[config.mk]
export PLATFORM = sky130hd
export DESIGN_NAME = s_port_arb_flat
export DESIGN_NICKNAME = d
export VERILOG_FILES = /design/src/rtl/s_port_arb_if.sv /design/src/rtl/s_port_arb.sv /design/src/flat_wrapper.sv
export SDC_FILE = /design/constraint.sdc
export NUM_CORES = 1
export LEC_CHECK = 0
export ABC_AREA = 1
export BUFFER_PORTS_ARGS = -buffer_cell sky130_fd_sc_hd__clkbuf_2
export CORE_UTILIZATION = 41
export DETAILED_ROUTE_END_ITERATION = 7
export GPL_ROUTABILITY_DRIVEN = 0
export PLACE_DENSITY_LB_ADDON = 0.2
export SKIP_CTS_REPAIR_TIMING = 1
export SLEW_MARGIN = 10
export SYNTH_ARGS = -nofsm -noshare
export SYNTH_HDL_FRONTEND = slang
export SYNTH_SLANG_ARGS = --single-unit
[constraint.sdc]
create_clock -name clk -period 1.4 [get_ports clk]
set_input_delay 0 -clock clk [delete_from_list [all_inputs] [get_ports clk]]
set_output_delay 0 -clock clk [all_outputs]
set_load 0.02 [all_outputs]
[src/rtl/s_port_arb_if.sv]
// Bundle of m_block-side and slave-side signals for one slave port arbiter.
// slave modport: the arbiter's view; master modport: the surrounding fabric's view.
interface s_port_arb_if #(
  parameter int ADDR_W = 32,
  parameter int DATA_W = 32
);
  logic [1:0]        m_req;
  logic [1:0]        m_cmd;
  logic [ADDR_W-1:0] m_addr0;
  logic [ADDR_W-1:0] m_addr1;
  logic [DATA_W-1:0] m_wdata0;
  logic [DATA_W-1:0] m_wdata1;
  logic [1:0]        m_req_sent;
  logic [1:0]        m_ack;
  logic [1:0]        m_data_read;
  logic [DATA_W-1:0] m_rdata;
  logic [1:0]        m_err;
  logic              s_req;
  logic              s_cmd;
  logic [ADDR_W-1:0] s_addr;
  logic [DATA_W-1:0] s_wdata;
  logic              s_ack;
  logic              s_resp;
  logic [DATA_W-1:0] s_rdata;

  modport slave (
    input  m_req, m_cmd, m_addr0, m_addr1, m_wdata0, m_wdata1, s_ack, s_resp, s_rdata,
    output m_req_sent, m_ack, m_data_read, m_rdata, m_err, s_req, s_cmd, s_addr, s_wdata
  );

  modport master (
    output m_req, m_cmd, m_addr0, m_addr1, m_wdata0, m_wdata1, s_ack, s_resp, s_rdata,
    input  m_req_sent, m_ack, m_data_read, m_rdata, m_err, s_req, s_cmd, s_addr, s_wdata
  );
endinterface

[src/rtl/s_port_arb.sv]
// Slave-side round-robin arbiter between two m_block request holders; all outputs registered.
// Optional ack/resp timeout enabled by defining S_ARB_TIMEOUT_EN.
module s_port_arb #(
  parameter int ADDR_W    = 32,
  parameter int DATA_W    = 32,
  parameter int TIMEOUT_W = 4
) (
  input logic         clk,
  input logic         rst_n,
  s_port_arb_if.slave bus
);
  typedef enum logic [1:0] {IDLE, SEND, WAIT_RESP} state_t;

  state_t            r_state, w_state;
  logic              r_g, w_g;
  logic              r_ptr, w_ptr;
  logic              r_cmd, w_cmd;
  logic [ADDR_W-1:0] r_addr, w_addr;
  logic [DATA_W-1:0] r_wdata, w_wdata;
  logic              r_s_req, w_s_req;
  logic [1:0]        r_req_sent, w_req_sent;
  logic [1:0]        r_ack, w_ack;
  logic [1:0]        r_dread, w_dread;
  logic [DATA_W-1:0] r_rdata, w_rdata;
  logic              w_sel;
  logic              w_done;
  logic              w_enter;

  if (TIMEOUT_W < 1) begin : g_bad_timeout_w
    $error("TIMEOUT_W must be at least 1");
  end

`ifdef S_ARB_TIMEOUT_EN
  localparam logic [TIMEOUT_W-1:0] CNT_LAST = {TIMEOUT_W{1'b1}} - 1'b1;
  logic [TIMEOUT_W-1:0] r_cnt, w_cnt;
  logic [1:0]           r_err, w_err;
`endif

  // Both requesting: rr_ptr names the preferred master.
  assign w_sel = (bus.m_req == 2'b11) ? r_ptr : bus.m_req[1];

  always_comb begin
    w_state    = r_state;
    w_g        = r_g;
    w_ptr      = r_ptr;
    w_cmd      = r_cmd;
    w_addr     = r_addr;
    w_wdata    = r_wdata;
    w_s_req    = r_s_req;
    w_req_sent = '0;
    w_ack      = '0;
    w_dread    = '0;
    w_rdata    = r_rdata;
    w_done     = 1'b0;
    w_enter    = 1'b0;
    case (r_state)
      IDLE: if (|bus.m_req) begin
        w_g     = w_sel;
        w_cmd   = bus.m_cmd[w_sel];
        w_addr  = w_sel ? bus.m_addr1 : bus.m_addr0;
        w_wdata = w_sel ? bus.m_wdata1 : bus.m_wdata0;
        w_state = SEND;
        w_enter = 1'b1;
      end
      SEND: begin
        // s_req is still low only in the first SEND cycle.
        if (!r_s_req) begin
          w_s_req        = 1'b1;
          w_req_sent[r_g] = 1'b1;
        end else if (bus.s_ack) begin
          w_s_req    = 1'b0;
          w_ack[r_g] = 1'b1;
          if (r_cmd) begin
            w_state = IDLE;
            w_done  = 1'b1;
          end else begin
            w_state = WAIT_RESP;
            w_enter = 1'b1;
          end
        end
      end
      WAIT_RESP: if (bus.s_resp) begin
        w_rdata      = bus.s_rdata;
        w_dread[r_g] = 1'b1;
        w_state      = IDLE;
        w_done       = 1'b1;
      end
      default: begin
        w_state = IDLE;
        w_s_req = 1'b0;
      end
    endcase

`ifdef S_ARB_TIMEOUT_EN
    w_err = '0;
    w_cnt = r_cnt + 1'b1;
    // Fires on the edge at which the counter would reach its all-ones value.
    if (r_state != IDLE && w_state == r_state && r_cnt == CNT_LAST) begin
      w_err[r_g] = 1'b1;
      w_s_req    = 1'b0;
      w_req_sent = '0;
      w_state    = IDLE;
      w_done     = 1'b1;
    end
    if (w_enter || w_done || r_state == IDLE) w_cnt = '0;
`endif

    if (w_done) w_ptr = ~r_g;
  end

  always_ff @(posedge clk or negedge rst_n) begin
    if (!rst_n) begin
      r_state    <= IDLE;
      r_g        <= 1'b0;
      r_ptr      <= 1'b0;
      r_cmd      <= 1'b0;
      r_addr     <= '0;
      r_wdata    <= '0;
      r_s_req    <= 1'b0;
      r_req_sent <= '0;
      r_ack      <= '0;
      r_dread    <= '0;
      r_rdata    <= '0;
    end else begin
      r_state    <= w_state;
      r_g        <= w_g;
      r_ptr      <= w_ptr;
      r_cmd      <= w_cmd;
      r_addr     <= w_addr;
      r_wdata    <= w_wdata;
      r_s_req    <= w_s_req;
      r_req_sent <= w_req_sent;
      r_ack      <= w_ack;
      r_dread    <= w_dread;
      r_rdata    <= w_rdata;
    end
  end

`ifdef S_ARB_TIMEOUT_EN
  always_ff @(posedge clk or negedge rst_n) begin
    if (!rst_n) begin
      r_cnt <= '0;
      r_err <= '0;
    end else begin
      r_cnt <= w_cnt;
      r_err <= w_err;
    end
  end
  assign bus.m_err = r_err;
`else
  assign bus.m_err = '0;
`endif

  assign bus.m_req_sent  = r_req_sent;
  assign bus.m_ack       = r_ack;
  assign bus.m_data_read = r_dread;
  assign bus.m_rdata     = r_rdata;
  assign bus.s_req       = r_s_req;
  assign bus.s_cmd       = r_cmd;
  assign bus.s_addr      = r_addr;
  assign bus.s_wdata     = r_wdata;
endmodule

[src/flat_wrapper.sv]
// flat-port wrapper written by rule: the top's interface ports become plain ports
module s_port_arb_flat 
#(
  parameter int ADDR_W    = 32,
  parameter int DATA_W    = 32,
  parameter int TIMEOUT_W = 4
)
  (clk, rst_n, bus_m_req, bus_m_cmd, bus_m_addr0, bus_m_addr1, bus_m_wdata0, bus_m_wdata1, bus_s_ack, bus_s_resp, bus_s_rdata, bus_m_req_sent, bus_m_ack, bus_m_data_read, bus_m_rdata, bus_m_err, bus_s_req, bus_s_cmd, bus_s_addr, bus_s_wdata);
  s_port_arb_if #(.ADDR_W(ADDR_W), .DATA_W(DATA_W)) bus_i ();
  input logic clk;
  input logic rst_n;
  input wire logic [$bits(bus_i.m_req)-1:0] bus_m_req;
  input wire logic [$bits(bus_i.m_cmd)-1:0] bus_m_cmd;
  input wire logic [$bits(bus_i.m_addr0)-1:0] bus_m_addr0;
  input wire logic [$bits(bus_i.m_addr1)-1:0] bus_m_addr1;
  input wire logic [$bits(bus_i.m_wdata0)-1:0] bus_m_wdata0;
  input wire logic [$bits(bus_i.m_wdata1)-1:0] bus_m_wdata1;
  input wire logic [$bits(bus_i.s_ack)-1:0] bus_s_ack;
  input wire logic [$bits(bus_i.s_resp)-1:0] bus_s_resp;
  input wire logic [$bits(bus_i.s_rdata)-1:0] bus_s_rdata;
  output wire logic [$bits(bus_i.m_req_sent)-1:0] bus_m_req_sent;
  output wire logic [$bits(bus_i.m_ack)-1:0] bus_m_ack;
  output wire logic [$bits(bus_i.m_data_read)-1:0] bus_m_data_read;
  output wire logic [$bits(bus_i.m_rdata)-1:0] bus_m_rdata;
  output wire logic [$bits(bus_i.m_err)-1:0] bus_m_err;
  output wire logic [$bits(bus_i.s_req)-1:0] bus_s_req;
  output wire logic [$bits(bus_i.s_cmd)-1:0] bus_s_cmd;
  output wire logic [$bits(bus_i.s_addr)-1:0] bus_s_addr;
  output wire logic [$bits(bus_i.s_wdata)-1:0] bus_s_wdata;
  assign bus_i.m_req = bus_m_req;
  assign bus_i.m_cmd = bus_m_cmd;
  assign bus_i.m_addr0 = bus_m_addr0;
  assign bus_i.m_addr1 = bus_m_addr1;
  assign bus_i.m_wdata0 = bus_m_wdata0;
  assign bus_i.m_wdata1 = bus_m_wdata1;
  assign bus_i.s_ack = bus_s_ack;
  assign bus_i.s_resp = bus_s_resp;
  assign bus_i.s_rdata = bus_s_rdata;
  assign bus_m_req_sent = bus_i.m_req_sent;
  assign bus_m_ack = bus_i.m_ack;
  assign bus_m_data_read = bus_i.m_data_read;
  assign bus_m_rdata = bus_i.m_rdata;
  assign bus_m_err = bus_i.m_err;
  assign bus_s_req = bus_i.s_req;
  assign bus_s_cmd = bus_i.s_cmd;
  assign bus_s_addr = bus_i.s_addr;
  assign bus_s_wdata = bus_i.s_wdata;
  s_port_arb #(.ADDR_W(ADDR_W), .DATA_W(DATA_W), .TIMEOUT_W(TIMEOUT_W)) u_core (.clk(clk), .rst_n(rst_n), .bus(bus_i));
endmodule
# Yosys cells after proc, flatten, opt, wreduce, memory -nomap -nowiden
# Index checks and enable logic that the tools add are counted.
# word_totals
output_inout_bits,106
wordCells,57
register_bits,108
# classes
mux,28
eq_ne,7
n_bitwise,1
n_lt_le_gt_ge,3
n_reduce_logical,7
# ops
cell,count
32-bit two-way mux,2
2-bit two-way mux,12
1-bit two-way mux,10
2-bit case mux with 3 select lines,1
2-bit == test (second input constant),2
1-bit by 2-bit less-than comparator with 1-bit output (second input constant),2
2-bit by 1-bit inequality test with 1-bit output (second input constant),2
2-bit inequality test (second input constant),2
1-bit case mux with 2 select lines,2
2-bit AND reduction,2
4-bit AND reduction,1
2-bit OR reduction,2
2-bit by 1-bit == test with 1-bit output (second input constant),1
2-bit zero test,1
1-bit demux with 1-bit select,1
1-bit >= comparator (second input constant),1
1-bit logical AND,1
1-bit inverter,1

# Longest topological paths before layout
# Gate-level depths: netlist (run 1).
# logic_depth
word_depth,7
mapped_depth,9
mapped_depth_nobuf,7

# Worst setup path after synthesis (run 1)
# No wires, ideal clock.
# synth_path
kind,register to register
startpoint,register u_core.r_state[0]
endpoint,register u_core.r_rdata[0] (netlist: u_core.bus.m_rdata[0])
stages_incl_launch_ff,6
n_path_buf,1
synth_period_minus_slack_ns,1.510
slack_ns,-0.110
arrival_ns,1.386
path_cell_list,dfrtp_1 -> inv_1 -> ha_1 -> nand2_1 -> buf_2 -> mux2_2
# synth_between
elab_chain_len,2
# synth_rtl
element,line,text
from (decl),s_port_arb.sv:14,"state_t r_state, w_state;"
from (signal assigned),s_port_arb.sv:125,r_state <= w_state;
2-bit == test,s_port_arb.sv:56,case (r_state)
2-bit AND reduction (no line),--,
to (signal assigned),s_port_arb.sv:135,r_rdata <= w_rdata;
to (decl),s_port_arb.sv:24,"logic [DATA_W-1:0] r_rdata, w_rdata;"
# No other way between the ends.
# A chain may end at the register's enable or synchronous reset.

# Worst setup path in the final report (run 1)
# layout_path
startpoint,register u_core.r_state[0]
endpoint,register u_core.r_rdata[16] (netlist: u_core.bus.m_rdata[16])
# Same word-level chain as after synthesis.

==> results of run 1 <==
## registers in the layout (all words and copies together) (netlist names), 2 cells and up
| signal | flops |
|---|---|
| u_core.bus.s_wdata | 32 |
| u_core.bus.m_ack | 2 |
| u_core.bus.m_rdata | 32 |
| u_core.bus.m_data_read | 2 |
| u_core.r_state | 2 |
| u_core.bus.m_req_sent | 2 |
| u_core.bus.s_addr | 32 |
## logic make-up after synthesis
family,Yosys count,synth area share [%]
other cells,1,0.0732
simple gates,423,32.8
compound gates,6,0.683
flops,108,52.7
fa+ha+maj,6,1.46
buf+inv,52,5.22
mux,32,7.03
## power groups by stage
stage	combinational (mW)	sequential [mW]	clock, mW
finish	9.80	5.47	2.56
global route	10.5	5.63	2.77
detailed placement	7.39	5.41	0
floorplan	2.88	7.09	0
CTS	7.39	5.38	2.62
global placement	7.26	5.38	0
## through the flow
stage	worst slack [ns]	TNS [ns]	instances
3_3_place_gp	0.0389	0	1046
5_1_grt	-0.0961	-5.49	1187
3_5_place_dp	0.00917	0	1046
2_1_floorplan	-0.00678	-0.271	629
4_1_cts	-0.00184	-0.00184	1062
6_report	-0.0307	-0.494	1187
## cell usage after synthesis (all sizes together)
cell      n  area share [%]
inv      12            0.88
a21oi     1           0.098
o21ai     3            0.29
nor3      3            0.29
nand2   343              25
o21bai    2            0.29
nor2      8            0.63
ha        6             1.5
mux2     32             7.0
dfrtp   108              53
nand3    69             6.7
clkbuf    5            0.37
buf      35             4.0
conb      1           0.073
## tightest hold or removal path, delay by kind of cell
family / cells / cell delay, ns
buffers and inverters: 1 / 0.08
and+or+nand+nor: 4 / 0.20
## final cells by class
| type | instances | area (µm²) | share of cell area [%] |
|---|---|---|---|
| repair buffers | 413 | 3070 | 34.9 |
| flip-flops and latches | 108 | 2700 | 30.6 |
| multi-input cells | 469 | 2460 | 27.9 |
| clock buffers | 9 | 225 | 2.55 |
| well taps | 168 | 210 | 2.38 |
| clock inverters | 7 | 82.6 | 0.936 |
| inverters | 12 | 55.1 | 0.624 |
| repair inverters | 1 | 11.3 | 0.128 |
## path summary, 6_finish.rpt
check                                       from                endpoint  slack (ns)  cells after the start
hold reg to reg            u_core.bus.s_addr[19]   u_core.bus.s_addr[19]        0.48                      2
min in group asynchronous                  rst_n   u_core.bus.s_addr[17]        0.23                      3
setup / recovery               u_core.r_state[0]  u_core.bus.m_rdata[16]       -0.03                      6
setup reg to reg               u_core.r_state[0]  u_core.bus.m_rdata[16]       -0.03                      6
max in group asynchronous                  rst_n   u_core.bus.s_wdata[0]        0.67                      3
hold / removal                   bus_m_addr1[15]   u_core.bus.s_addr[15]       -0.04                      5
## per-layer routing
| metal | global-route usage, % | up-vias |
|---|---|---|
| met5 | 0 | - |
| met4 | 6.06 | 0 |
| met3 | 4.25 | 22 |
| met2 | 36.4 | 226 |
| met1 | 26.1 | 2711 |
| li1 | - | 2741 |
==> metrics.md, run 1 <==
| Metric | Value |
|---|---|
| Seq/Total Area, Yosys | `52.7%` |
| Fmax | `699 MHz` |
| Clock power share | `14.3%` |
| Fill count | `906` |
| Die H | `114 µm` |
| Commonest non-fill, non-tap cell in the layout | `nand2_1` |
| CTS Root Cell | `clkbuf_16` |
| LEAKAGE | `5.06 nW` |
| Setup WS post-layout | `-0.0307 ns` |
| Internal power | `10.1 mW` |
| Placed cell area | `0.00674 mm²` |
| Commonest non-fill, non-tap cells in the layout | `nand2_1, clkbuf_2, dfrtp_1` |
| Final period util | `102%` |
| Final antenna diode count | `0` |
| Worst Path Buf+Inv | `3` |
| I/O Pins | `274` |
| Met2 WL post-DR | `9.80 mm` |
| HP Class | `input port to flip-flop` |
| Reg power frac | `30.7%` |
| DR DRC count | `0` |
| Post-route cell area | `0.00882 mm²` |
| Initial Util | `42.3%` |
| Mapped Cells | `628` |
| Crit path max-delay family | `flip-flops` |
| Switching part of the total | `43.5%` |
| Top Layer Used | `met4` |
| Number of DRC markers in iteration 0 | `361` |
| Total gr overflow | `0` |
| Worst Setup End Kind | `flip-flop` |
| RSZ-0062 raised after global routing | `true` |
| Initial antenna violation count | `0` |
| Slowest stage delay, CP | `0.40 ns` |
| Met1 WL | `7.67 mm` |
| Vias/cell | `4.80` |
| Element type at the critical path start | `flip-flop` |
| Layout cell share with drive strength beyond 1 | `41.0%` |
| WHS | `-0.0352 ns` |
| Row Count | `40` |
| Cell Area, Synth | `0.00512 mm²` |
| Final count of pins violating max slew | `0` |
| Worst-path clk slew | `0.09 ns` |
| Met3 Wirelength | `1.10 mm` |
| CTS Buf Count | `9` |
| Port bufs | `271` |
| Post-synth cell types | `19` |
| Die area | `0.0130 mm²` |
| Maximum vdd drop | `0.899 mV` |
| First-pass GRT wire length | `21.3 mm` |
| Gate power share | `55.0%` |
| Final core utilization | `72.8%` |
| Slew HR | `59.3%` |
| Critical path required time | `1.64 ns` |
| Syn_area_per_cell | `8.16 µm²` |
| Fin crit period | `1.43 ns` |
| Routed WL per cell | `15.9 µm` |
| Vias | `5,700` |
| Run status | `complete, but fails checks` |
| Sink Count | `108` |
| Die Wd | `114 µm` |
| Ys Warns | `0` |
| Clock latency on the worst-skew pair | `0.35 ns` |
| Final hold vios | `29` |
| Post-DRT Antenna Nets | `0` |
| Post-synthesis register bit count | `108` |
| Violated checks | `hold timing, setup timing` |
| All-Layer GR Usage | `20.8%` |
| Final Power | `17.8 mW` |
| Largest net degree at the start of global routing | `109` |
| Net Sw Power | `7.76 mW` |
| CP max stage cell | `dfrtp_1` |
| Max-Cap Viols | `0` |
| Initial DRT Pass Iterations | `5` |
| Worst Skew | `0.0145 ns` |
| CP Class | `flip-flop to flip-flop` |
| PwrDens | `2020 mW/mm²` |
| CTS tree | `done` |
| Core Region | `0.0121 mm²` |
| Number of global-route vias before repair | `4,270` |
| Max clock buf depth | `2` |
| Final HPWL DP | `9.83 mm` |
| Critical Path, Cell by Cell | `inv_2, buf_6, ha_4, nand2_8, clkbuf_16, mux2_4` |
| Final Net Count | `1,188` |
| Critical Path Fanout Max | `6` |
| CTS HTree Levels | `3` |
| Final wirelength | `18.9 mm` |
| Area grow syn2layout | `72.1%` |
| Worst slew pin tran | `0.611 ns` |
| Setup violators final | `36` |
| CP Data Arrival Time | `1.67 ns` |
No activity file was read; power rests on OpenSTA's default activity.
==> run 2: changes to the inputs <==
- MAX_ROUTING_LAYER: default -> met4
==> metrics.md, run 2 (same netlist as run 1, synthesis figures left out) <==
| Metric | Value |
|---|---|
| DR DRC count | `0 (unchanged)` |
| Final antenna diode count | `0 (unchanged)` |
| Run status | `complete, but fails checks` |
| Slowest stage delay, CP | `0.40 ns (about the same)` |
| Number of global-route vias before repair | `4,276 (+0.14%)` |
| Die area | `0.0130 mm² (unchanged)` |
| Fill count | `927 (+2.3%)` |
| I/O Pins | `274 (unchanged)` |
| Largest net degree at the start of global routing | `109 (unchanged)` |
| CP Data Arrival Time | `1.67 ns (about the same)` |
| Total gr overflow | `0 (unchanged)` |
| Pre-CTS setup slack | `0.00917 ns (unchanged)` |
| Layout cell share with drive strength beyond 1 | `39.4% (-1.7 points)` |
| Violated checks | `hold timing, setup timing` |
| Vias/cell | `4.75 (-1.0%)` |
| Max-Cap Viols | `0 (unchanged)` |
| CTS HTree Levels | `3 (unchanged)` |
| Vias | `5,629 (-1.2%)` |
| Number of DRC markers in iteration 0 | `279 (-23%)` |
| Commonest non-fill, non-tap cell in the layout | `nand2_1` |
| Area occupied by multi-input gates | `0.00245 mm² (-0.41%)` |
| Final hold vios | `28 (-3.4%)` |
| Sink Count | `108 (unchanged)` |
| HP Class | `input port to flip-flop` |
| Fin crit period | `1.44 ns (+0.0109 ns)` |
| First-pass GRT wire length | `21.3 mm (about the same)` |
| Commonest non-fill, non-tap cells in the layout | `nand2_1, clkbuf_2, dfrtp_1` |
| Final count of pins violating max slew | `0 (unchanged)` |
| Critical path required time | `1.62 ns (-0.02 ns)` |
| Core Region | `0.0121 mm² (unchanged)` |
| Slew HR | `59.3% (about the same)` |
| Final HPWL DP | `9.83 mm (unchanged)` |
| Setup violators final | `44 (+22%)` |
| Area grow syn2layout | `70.8%` |
| Fmax | `694 MHz (-0.76%)` |
| Worst Setup End Kind | `flip-flop` |
| WHS | `-0.0358 ns (-0.000677 ns)` |
| Port bufs | `271 (unchanged)` |
| CTS tree | `done` |
| CP Class | `flip-flop to flip-flop` |
| Initial antenna violation count | `0 (unchanged)` |
| All-Layer GR Usage | `21.5% (+0.63 points)` |
| Die H | `114 µm (unchanged)` |
| Final period util | `103% (+0.78 points)` |
| Setup WS post-layout | `-0.0417 ns (-0.0109 ns)` |
| Initial Util | `42.3% (unchanged)` |
| Worst slew pin tran | `0.610 ns (-0.000480 ns)` |
| Max clock buf depth | `2 (unchanged)` |
| CTS Buf Count | `9 (unchanged)` |
| Maximum vdd drop | `0.891 mV (-0.92%)` |
| Final Power | `17.6 mW (-1.0%)` |
| Final Net Count | `1,185 (-0.25%)` |
| Die Wd | `114 µm (unchanged)` |
| RSZ-0062 raised after global routing | `true` |
| Worst Path Buf+Inv | `3 (unchanged)` |
| CTS Root Cell | `clkbuf_16` |
| LEAKAGE | `5.06 nW (+0.13%)` |
| Critical Path Fanout Max | `8 (+2)` |
| PwrDens | `2020 mW/mm² (-0.32%)` |
| Initial DRT Pass Iterations | `4 (-1)` |
| Row Count | `40 (unchanged)` |
| Worst-path clk slew | `0.08 ns (about the same)` |
| Worst Skew | `0.0137 ns (-0.000803 ns)` |
| CP max stage cell | `dfrtp_1` |
| Final wirelength | `18.7 mm (-0.72%)` |
| Critical Path, Cell by Cell | `inv_2, buf_6, ha_4, nand2_8, buf_12, mux2_4` |
| Crit path max-delay family | `flip-flops` |
| Routed WL per cell | `15.8 µm (-0.47%)` |
| Setup Total Neg Slack | `-0.808 ns (-0.314 ns)` |
| Post-DRT Antenna Nets | `0 (unchanged)` |
| Clock latency on the worst-skew pair | `0.35 ns (about the same)` |
| Element type at the critical path start | `flip-flop` |
| Register area | `0.00270 mm² (unchanged)` |
[run 2: cell types whose count changed in the layout (fill, tap and decap cells not counted), moves of 2 or more]
cell / previous run / this run
nand2_2: 40 / 19
buf_4: 14 / 12
nand2_4: 2 / 9
nand2_1: 300 / 314
[run 2: power breakdown]
part | switching, mW | internal, mW | total, mW
clock | 1.29 | 1.27 | 2.57
sequential | 0.895 | 4.58 | 5.48
combinational | 5.50 | 4.10 | 9.60
[run 2: worst reg2reg max path, stage by stage (launching register included)]
cell and delay [ns]:
dfrtp_1 0.40, inv_2 0.10, buf_6 0.11, ha_4 0.15
nand2_8 0.09, buf_12 0.16, mux2_4 0.31
[run 2: per-stage QoR]
step           area (µm²)  util [%]  cells  hold slack (ns)
2_1_floorplan        5140         -    629           -0.296
6_report             8750      72.3   1184          -0.0358
4_1_cts              7050      58.2   1062           -0.255
3_5_place_dp         6740      55.6   1046            0.119
3_3_place_gp         6740      55.6   1046            0.118
5_1_grt              8750      72.3   1184        -0.000713
[run 2: per-layer routing]
layer / vias up / share of wire, % / routed length [µm] / GRT usage, %
met4: 0 / 1.4 / 270 / 6.06
met1: 2641 / 41 / 7750 / 26.9
met5: - / 0 / 0 / -
li1: 2736 / - / - / -
met3: 24 / 5.5 / 1030 / 3.13
met2: 228 / 52 / 9660 / 36.3
[run 2: final cells by class]
| cell class | instances | area share (%) |
|---|---|---|
| flip-flops and latches | 108 | 30.9 |
| well taps | 168 | 2.40 |
| repair inverters | 1 | 0.0715 |
| repair buffers | 410 | 34.6 |
| clock buffers | 9 | 2.57 |
| inverters | 12 | 0.629 |
| multi-input cells | 469 | 28.0 |
| clock inverters | 7 | 0.943 |
[run 2: path summary, 6_finish.rpt]
check	start	end	slack [ns]	cells past startpoint
setup / recovery	u_core.r_state[0]	u_core.bus.m_rdata[0]	-0.04	6
hold / removal	bus_m_wdata0[27]	u_core.bus.s_wdata[27]	-0.04	5
setup reg to reg	u_core.r_state[0]	u_core.bus.m_rdata[0]	-0.04	6
hold reg to reg	u_core.bus.s_addr[24]	u_core.bus.s_addr[24]	0.48	2
max in group asynchronous	rst_n	u_core.bus.s_addr[1]	0.66	3
min in group asynchronous	rst_n	u_core.bus.s_addr[17]	0.23	3
==> run 3: changes to the inputs <==
- CORE_UTILIZATION: 41 -> 45
- PLACE_DENSITY: default -> 0.8
- PLACE_DENSITY_LB_ADDON: 0.2 -> default
- clock period: 1.4 -> 1.35 ns (I/O delays scaled with it)
==> metrics.md, run 3 (same netlist as run 1, synthesis figures left out) <==
| Metric | Value |
|---|---|
| Largest net degree at the start of global routing | `62 (-43%)` |
| Slowest stage delay, CP | `0.36 ns (-0.04 ns)` |
| Met2 WL post-DR | `8.83 mm (-8.6%)` |
| Element type at the critical path start | `flip-flop` |
| Row Count | `38 (-5.0%)` |
| Die Wd | `109 µm (-4.5%)` |
| Worst-path clk slew | `0.08 ns (about the same)` |
| CP max stage cell | `dfrtp_1` |
| Number of global-route vias before repair | `4,413 (+3.2%)` |
| Final period util | `103% (-0.12 points)` |
| Maximum vdd drop | `1.27 mV (+42%)` |
| CTS Buf Count | `9 (unchanged)` |
| WHS | `-0.0594 ns (-0.0236 ns)` |
| Fin crit period | `1.39 ns (-0.0531 ns)` |
| Run status | `complete, but fails checks` |
| Final antenna diode count | `0 (unchanged)` |
| CTS HTree Levels | `3 (unchanged)` |
| Slew HR | `57.8% (-1.5 points)` |
| Max clock buf depth | `2 (unchanged)` |
| All-Layer GR Usage | `23.5% (+2.0 points)` |
| Area grow syn2layout | `57.2%` |
| CTS Root Cell | `clkbuf_16` |
| Port bufs | `271 (unchanged)` |
| Sink Count | `108 (unchanged)` |
| Clock latency on the worst-skew pair | `0.35 ns (about the same)` |
| Total gr overflow | `0 (unchanged)` |
| HP Class | `input port to flip-flop` |
| I/O Pins | `274 (unchanged)` |
| Fill count | `796 (-14%)` |
| RSZ-0062 raised after global routing | `true` |
| Vias | `5,537 (-1.6%)` |
| PwrDens | `2030 mW/mm² (+0.94%)` |
| Critical Path Fanout Max | `13 (+5)` |
| Worst slew pin tran | `0.633 ns (+0.0225 ns)` |
| Post-DRT Antenna Nets | `0 (unchanged)` |
| First-pass GRT wire length | `20.7 mm (-2.6%)` |
| Initial DRT Pass Iterations | `5 (+1)` |
| Worst reg2reg startpoint | `u_core.r_state[0]` |
| Critical Path, Cell by Cell | `inv_2, ha_2, nand2_4, buf_12, mux2_2` |
| Worst Setup End Kind | `flip-flop` |
| Reg-to-reg endpoint | `u_core.bus.m_rdata[2]` |
| Final wirelength | `16.8 mm (-10%)` |
| CTS tree | `done` |
| Commonest non-fill, non-tap cells in the layout | `nand2_1, clkbuf_2, dfrtp_1` |
| Setup violators final | `54 (+23%)` |
| DR DRC count | `0 (unchanged)` |
| Top Layer Used | `met4` |
| Final Net Count | `1,164 (-1.8%)` |
| Final HPWL DP | `10.2 mm (+3.4%)` |
| CP Data Arrival Time | `1.62 ns (-0.05 ns)` |
| Final hold vios | `32 (+14%)` |
| Crit path to | `u_core.bus.m_rdata[2]` |
| Worst Skew | `0.0128 ns (-0.000931 ns)` |
| Initial Util | `46.7% (+4.3 points)` |
| Worst reg-to-reg setup slack | `-0.04 ns (about the same)` |
| LEAKAGE | `4.65 nW (-8.2%)` |
| Layout cell share with drive strength beyond 1 | `35.9% (-3.5 points)` |
| Die area | `0.0118 mm² (-8.7%)` |
| Die H | `109 µm (-4.5%)` |
| Max-Cap Viols | `0 (unchanged)` |
| Core Region | `0.0110 mm² (-9.3%)` |
| Number of DRC markers in iteration 0 | `517 (+85%)` |
| Met3 Wirelength | `1.08 mm (+5.3%)` |
| Setup WS post-layout | `-0.0385 ns (+0.00313 ns)` |
| Met1 WL | `6.41 mm (-17%)` |
| CP Class | `flip-flop to flip-flop` |
| Final Power | `16.4 mW (-7.1%)` |
| Fmax | `720 MHz (+3.8%)` |
| Commonest non-fill, non-tap cell in the layout | `nand2_1` |
| Critical path required time | `1.58 ns (-0.04 ns)` |
| Vias/cell | `4.88 (+2.6%)` |
| Routed WL per cell | `14.8 µm (-6.3%)` |
| Initial antenna violation count | `0 (unchanged)` |
| Final count of pins violating max slew | `0 (unchanged)` |
| Cell count of the worst reg-to-reg path | `5 (-1)` |
| Violated checks | `hold timing, setup timing` |
| Worst Setup SP | `u_core.r_state[0]` |
## run 3: layer usage
layer | up-vias | track usage, %
met5 | - | -
met4 | 0 | 8.49
met3 | 48 | 3.65
met2 | 283 | 40.1
met1 | 2519 | 28.1
li1 | 2687 | -
## run 3: final cells by class
| cell class | count | area (µm²) | area share [%] |
|---|---|---|---|
| multi-input cells | 469 | 2200 | 27.3 |
| well taps | 140 | 175 | 2.17 |
| inverters | 12 | 47.5 | 0.590 |
| clock inverters | 7 | 65.1 | 0.808 |
| flip-flops and latches | 108 | 2700 | 33.5 |
| clock buffers | 9 | 225 | 2.80 |
| repair buffers | 390 | 2640 | 32.8 |
## run 3: how the worst min path moves through the flow
stage                          start                      to  slack [ns]  depth (start not counted)
floorplan                      rst_n     u_core.bus.m_ack[0]       -0.30                          0
global placement               rst_n   u_core.bus.s_wdata[4]       -0.05                          1
detailed placement             rst_n   u_core.bus.s_wdata[4]       -0.05                          1
finish              bus_m_wdata0[11]  u_core.bus.s_wdata[11]       -0.06                          5
CTS                            rst_n   u_core.bus.s_wdata[4]       -0.43                          1
global route         bus_m_addr1[26]   u_core.bus.s_addr[26]      -0.007                          5
## run 3: metrics by stage
step	cell area [µm²]	setup TNS (ns)	std cells	utilization, %	worst slack, ns
after floorplan	5170	-0.742	629	-	-0.0186
after global placement	6760	0	1022	61.6	0.0360
after detailed placement	6760	0	1022	61.6	0.00138
after CTS	7050	-0.0918	1038	64.2	-0.0318
after global routing	8060	-6.62	1135	73.4	-0.102
final	8060	-0.662	1135	73.4	-0.0385
## run 3: worst max-delay path: cells and delay by family, from the launching register on
family        cells  cell delay (ns)
fa+ha+maj         1             0.21
simple gates      1             0.11
buf+inv           2             0.23
flops             1             0.36
mux               1             0.36
## run 3: report_power, final
part	internal [mW]	switching, mW	total, mW
Clock	1.31	1.27	2.58
Sequential	4.75	0.917	5.67
Combinational	3.08	5.06	8.14
